<file path="src/rtl/sprite_compositor.sv">
// Sprite compositor: two-stage pixel pipeline over NUM_SPR double-buffered sprite channels.
// Frightened-sprite flashing is built in only when SPRITE_FLASH_EN is defined.
module sprite_compositor #(
  parameter int NUM_SPR      = 4,
  parameter int SPR_SIZE     = 8,
  parameter int COORD_W      = 10,
  parameter int FLASH_PERIOD = 15
) (
  input  logic                                Clk,
  input  logic                                Reset_n,
  input  logic [COORD_W-1:0]                  DrawX,
  input  logic [COORD_W-1:0]                  DrawY,
  input  logic                                pix_valid,
  input  logic                                frame_start,
  input  logic [23:0]                         bg_rgb,
  input  logic                                wr_en,
  input  logic [$clog2(NUM_SPR)-1:0]          wr_idx,
  input  logic [COORD_W-1:0]                  wr_x,
  input  logic [COORD_W-1:0]                  wr_y,
  input  logic                                wr_show,
  input  logic                                wr_fright,
  input  logic [23:0]                         wr_rgb,
  input  logic                                flash_req,
  output logic [NUM_SPR*$clog2(SPR_SIZE)-1:0] spr_row_addr,
  input  logic [NUM_SPR*SPR_SIZE-1:0]         spr_row_data,
  output logic [23:0]                         rgb_out,
  output logic                                rgb_valid,
  output logic                                hit_any,
  output logic [$clog2(NUM_SPR)-1:0]          hit_idx,
  output logic [NUM_SPR-2:0]                  coll_frame
);

  localparam int IW = $clog2(NUM_SPR);
  localparam int AW = $clog2(SPR_SIZE);
  localparam logic [23:0] BLUE  = 24'h0000FF;
  localparam logic [23:0] WHITE = 24'hFFFFFF;

  logic [23:0]        fright_col;
  logic [NUM_SPR-1:0] opaque;
  logic [NUM_SPR-2:0] hits;
  logic [23:0]        s1_col [NUM_SPR];
  logic               s1_valid_reg;
  logic [23:0]        s1_bg_reg;
  logic [NUM_SPR-2:0] coll_reg;

`ifdef SPRITE_FLASH_EN
  logic [7:0] flash_cnt_reg;
  logic       flash_phase_reg;

  always_ff @(posedge Clk) begin
    if (!Reset_n || !flash_req) begin
      flash_cnt_reg   <= 8'd0;
      flash_phase_reg <= 1'b0;
    end else if (frame_start) begin
      if (flash_cnt_reg == 8'(FLASH_PERIOD - 1)) begin
        flash_cnt_reg   <= 8'd0;
        flash_phase_reg <= ~flash_phase_reg;
      end else begin
        flash_cnt_reg <= flash_cnt_reg + 8'd1;
      end
    end
  end

  // Gate with flash_req so a dropped request shows blue on the very next pixel.
  assign fright_col = (flash_req && flash_phase_reg) ? WHITE : BLUE;
`else
  logic [8:0] unused_flash_cfg;
  assign unused_flash_cfg = {flash_req, 8'(FLASH_PERIOD)};
  assign fright_col       = BLUE;
`endif

  for (genvar gi = 0; gi < NUM_SPR; gi++) begin : g_chan
    logic [COORD_W-1:0]  sh_x_reg, sh_y_reg, act_x_reg, act_y_reg;
    logic                sh_show_reg, sh_fright_reg, act_show_reg, act_fright_reg;
    logic [23:0]         sh_rgb_reg, act_rgb_reg;
    logic [COORD_W:0]    dx_full, dy_full;
    logic                in_box;
    logic                box_reg;
    logic [AW-1:0]       dx_reg, dy_reg;
    logic [23:0]         col_reg;
    logic [SPR_SIZE-1:0] row;

    // A borrow means the pixel lies left of / above the origin: clip instead of wrapping.
    assign dx_full = {1'b0, DrawX} - {1'b0, act_x_reg};
    assign dy_full = {1'b0, DrawY} - {1'b0, act_y_reg};
    assign in_box  = act_show_reg && !dx_full[COORD_W] && !dy_full[COORD_W]
                  && (dx_full[COORD_W-1:0] < COORD_W'(SPR_SIZE))
                  && (dy_full[COORD_W-1:0] < COORD_W'(SPR_SIZE));

    always_ff @(posedge Clk) begin
      if (!Reset_n) begin
        sh_x_reg       <= '0;
        sh_y_reg       <= '0;
        sh_show_reg    <= 1'b0;
        sh_fright_reg  <= 1'b0;
        sh_rgb_reg     <= 24'h0;
        act_x_reg      <= '0;
        act_y_reg      <= '0;
        act_show_reg   <= 1'b0;
        act_fright_reg <= 1'b0;
        act_rgb_reg    <= 24'h0;
        box_reg        <= 1'b0;
        dx_reg         <= '0;
        dy_reg         <= '0;
        col_reg        <= 24'h0;
      end else begin
        if (frame_start) begin
          act_x_reg      <= sh_x_reg;
          act_y_reg      <= sh_y_reg;
          act_show_reg   <= sh_show_reg;
          act_fright_reg <= sh_fright_reg;
          act_rgb_reg    <= sh_rgb_reg;
        end
        if (wr_en && wr_idx == IW'(gi)) begin
          sh_x_reg      <= wr_x;
          sh_y_reg      <= wr_y;
          sh_show_reg   <= wr_show;
          sh_fright_reg <= wr_fright;
          sh_rgb_reg    <= wr_rgb;
        end
        box_reg <= in_box;
        dx_reg  <= dx_full[AW-1:0];
        dy_reg  <= dy_full[AW-1:0];
        col_reg <= act_fright_reg ? fright_col : act_rgb_reg;
      end
    end

    assign row                       = spr_row_data[gi*SPR_SIZE +: SPR_SIZE];
    assign spr_row_addr[gi*AW +: AW] = dy_reg;
    // MSB is the leftmost pixel, so column dx lives at bit SPR_SIZE-1-dx == ~dx.
    assign opaque[gi] = box_reg && row[~dx_reg];
    assign s1_col[gi] = col_reg;

    if (gi > 0) begin : g_hit
      assign hits[gi-1] = s1_valid_reg && opaque[0] && opaque[gi];
    end
  end

  logic          win_any;
  logic [IW-1:0] win_idx;
  logic [23:0]   win_col;

  always_comb begin
    win_any = 1'b0;
    win_idx = '0;
    win_col = s1_bg_reg;
    for (int i = NUM_SPR - 1; i >= 0; i--) begin
      if (opaque[i]) begin
        win_any = 1'b1;
        win_idx = IW'(i);
        win_col = s1_col[i];
      end
    end
  end

  always_ff @(posedge Clk) begin
    if (!Reset_n) begin
      s1_valid_reg <= 1'b0;
      s1_bg_reg    <= 24'h0;
      rgb_valid    <= 1'b0;
      rgb_out      <= 24'h0;
      hit_any      <= 1'b0;
      hit_idx      <= '0;
      coll_reg     <= '0;
      coll_frame   <= '0;
    end else begin
      s1_valid_reg <= pix_valid;
      s1_bg_reg    <= bg_rgb;
      rgb_valid    <= s1_valid_reg;
      rgb_out      <= s1_valid_reg ? win_col : 24'h0;
      hit_any      <= s1_valid_reg && win_any;
      hit_idx      <= s1_valid_reg ? win_idx : '0;
      // A hit coinciding with frame_start belongs to the frame that is starting.
      if (frame_start) begin
        coll_frame <= coll_reg;
        coll_reg   <= hits;
      end else begin
        coll_reg <= coll_reg | hits;
      end
    end
  end

endmodule

</file>
<file path="config.mk">
export PLATFORM = sky130hd
export DESIGN_NAME = sprite_compositor
export DESIGN_NICKNAME = d
export VERILOG_FILES = /design/src/rtl/sprite_compositor.sv
export SDC_FILE = /design/constraint.sdc
export NUM_CORES = 1
export LEC_CHECK = 0
export ABC_AREA = 1
export ABC_CLOCK_PERIOD_IN_PS = 2400
export CAP_MARGIN = 20
export CORE_ASPECT_RATIO = 0.9
export CORE_MARGIN = 1.5
export CORE_UTILIZATION = 45
export CTS_BUF_LIST = sky130_fd_sc_hd__clkbuf_4 sky130_fd_sc_hd__clkbuf_8 sky130_fd_sc_hd__clkbuf_16
export CTS_CLUSTER_DIAMETER = 100
export DETAILED_ROUTE_END_ITERATION = 7
export GPL_TIMING_DRIVEN = 1
export PLACE_DENSITY = 0.65
export SYNTH_ARGS = -nofsm -noshare
export SYNTH_HDL_FRONTEND = slang
export SYNTH_SLANG_ARGS = --single-unit
</file>
<file path="constraint.sdc">
create_clock -name Clk -period 2.4 [get_ports Clk]
set_input_delay 0.48 -clock Clk [delete_from_list [all_inputs] [get_ports Clk]]
set_output_delay 0.48 -clock Clk [all_outputs]
set_load 0.005 [all_outputs]
</file>
==> flow_summary.ini <==
[die]
die-area_mm2 = 0.0515
fp-row-count = 77
die_w_um = 239
die_h_um = 215
start_util_pct = 45.7
io_pins = 173
core_area_mm2 = 0.0493

[logic_synthesis]
synth.area.top_cells = dfxtp_1 (49%), nor2_1 (10%), o21ai_0 (9.1%), a21oi_1 (6.5%), inv_1 (6.1%)
synth_top_family_by_area = simple AND/OR/NAND/NOR gates
syn-mean-instance-area_um2 = 7.41
synth_top_area_share_pct = 48.9
syn_inst = 3046
yosys-mux-area-fraction_pct = 0.0887
synthAdderAreaFrac_pct = 5.15
synth-seq-area-share_pct = 48.9
synthSimpleGateAreaFrac_pct = 20.0
syn_nets = 3264
synth_area_leader_cell = dfxtp_1
synth_compound_area_share_pct = 16.5
synthesis.area_mm2 = 0.0226
ys_seq_elements = 551
synthXorXnorAreaFrac_pct = 0.466
ys_warn_count = 0
synth_cell_types = 34

[finish]
final_common_cell = nor2_1
fin_nets = 3456
layout-drive-gt1-share_pct = 7.03
final_cell_mix = nor2_1 (610), dfxtp_1 (551), o21ai_0 (411)
stdcell_area_mm2 = 0.0275
synthToLayoutAreaGrowth_pct = 21.7

[clock_tree]
cts_sinks = 551
cts.reportedPaths.clkPinSlew_ns = 0.06
cts_tree = built
cts-htree-levels = 2
clk_latency_ns = 0.62
cts_buffers = 55
cts_buffer_depth = 3
clockRootBuffer = clkbuf_16

[critical_path]
worstSetupEndpointType = register
start_kind = input pin
critical_path_required_ns = 2.93
path_max_fanout = 4
crit_type = in2reg
critPathArrivalTime_ns = 2.72

[sta]
hold_ws_ns = 0.252
tightestPinTransition_ns = 0.743
clock_skew_ns = 0.0294
relSlewSlack_pct = 50.4
min_period_ns = 2.18
hold_viol = 0
fin_crit_sh_pct = 90.8
drv_slew = 0
setup_violations = 0
fmax_ghz = 0.459

[placement]
gp_congestion = 0.939
dp_hpwl_mm = 40.6
post_dp_cell_area_mm2 = 0.0256
portBuffers = 171

[min_path]
hp-class = in2reg

[pwr]
leakage_nw = 12.1
ir_drop_mv = 0.548
powerDensity_mw_per_mm2 = 766

[drt]
vias = 19753
wire_per_inst_um = 15.4
ant_nets = 0
totalWireLength_mm = 60.8
drc = 1
drtIter0Drc = 1619
drt_pass1_iterations = 8
via_per_inst = 5.01

[global_routing]
grt_pass1_vias = 18747
track_usage_pct = 23.8
grt.overflow.total = 0
grt_first_pass_wirelength_mm = 98.1
antenna_found_initial = 2
grt_max_degree = 120

[run_status]
violations = design-rule violations
status = finished with violations

[run]
maxCapViolCount = 0
## kinds of logic after synthesis
logic type / count (synthesis)
AO/OA/AOI/OAI: 728
XOR/XNOR: 12
adder cells (fa/ha/maj): 88
buffers and inverters: 529
flip-flops: 551
multiplexers: 2
AND/OR/NAND/NOR: 1136
## per-layer routing
layer	GRT usage (%)	wire, um	vias up	part of all wire (%)
li1	-	-	10114	-
met1	33.5	29200	9044	48
met2	38.1	27100	502	45
met3	3.24	3120	91	5.1
met4	6.96	1340	2	2.2
met5	0	18	-	0.030
## worst max-delay path, cell delays in order
cell,delay [ns]
clkdlybuf4s50_1,0.52
inv_1,0.11
ha_1,0.24
fa_1,0.37
inv_1,0.12
nand2_1,0.09
nand3_1,0.07
nand2_1,0.06
nor2_2,0.13
nand3_1,0.09
nor2_1,0.11
nand3_1,0.07
nor2_1,0.10
nand3_1,0.07
nor2_1,0.08
## where the power goes
| part | internal (mW) | leakage, nW | switching (mW) |
|---|---|---|---|
| Combinational | 1.11 | 6.65 | 1.59 |
| Sequential | 9.63 | 4.53 | 0.181 |
| Clock | 4.95 | 0.907 | 3.57 |
## worst paths after layout
| kind | startpoint | to | slack, ns | cells past startpoint |
|---|---|---|---|---|
| max reg2reg | g_chan[3].dx_reg[0]$_SDFF_PN0_ | rgb_out[0]$_SDFF_PN0_ | 0.27 | 10 |
| max | DrawY[0] | g_chan[2].box_reg$_SDFF_PN0_ | 0.22 | 15 |
| min | Reset_n | g_chan[1].sh_fright_reg$_SDFFE_PN0P_ | 0.25 | 3 |
| min reg2reg | g_chan[3].act_rgb_reg[18]$_SDFFE_PN0P_ | g_chan[3].col_reg[18]$_SDFF_PP0_ | 0.42 | 2 |
## cells in the mapped netlist, drive strengths merged
library cell,instances
nor2,613
dfxtp,551
o21ai,412
inv,375
nand2,366
a21oi,294
clkbuf,126
nand3,126
ha,80
buf,26
nand4,18
fa,8
xor2,8
a21o,7
nand3b,7
o211ai,6
o21bai,5
nor3,4
xnor2,4
clkinv,2
mux2i,2
o21a,2
or2,2
a31oi,1
o22ai,1
## repair_timing
| item | CTS | global route |
|---|---|---|
| setup buffers | 0 | 0 |
| hold buffers | 0 | 0 |
| resized for setup | 0 | 4 |
| hold endpoints to repair | 0 | 0 |
| endpoints found under the setup margin | 0 | 3 |
## final cells by class
class / instances / area (um^2)
clock buffer: 80 / 1640
multi-input combinational: 1966 / 9560
fill: 4680 / 21900
inverter: 377 / 1420
timing repair buffer: 287 / 2790
antenna: 1 / 2.50
tap: 671 / 840
sequential: 551 / 11000
clock inverter: 12 / 171
## through the flow
step | std cells | power [mW] | setup WS [ns] | setup TNS, ns | utilization (%)
2_1_floorplan | 3046 | 11.6 | 0.424 | 0 | -
3_3_place_gp | 3852 | 12.6 | -0.377 | -2.10 | 52.0
3_5_place_dp | 3852 | 12.7 | -0.436 | -3.07 | 52.0
4_1_cts | 3944 | 21.2 | 0.185 | 0 | 55.6
5_1_grt | 3944 | 22.0 | -0.000359 | -0.000359 | 55.7
6_report | 3945 | 21.0 | 0.220 | 0 | 55.7
Note: power is estimated with default switching activity, not from simulation.
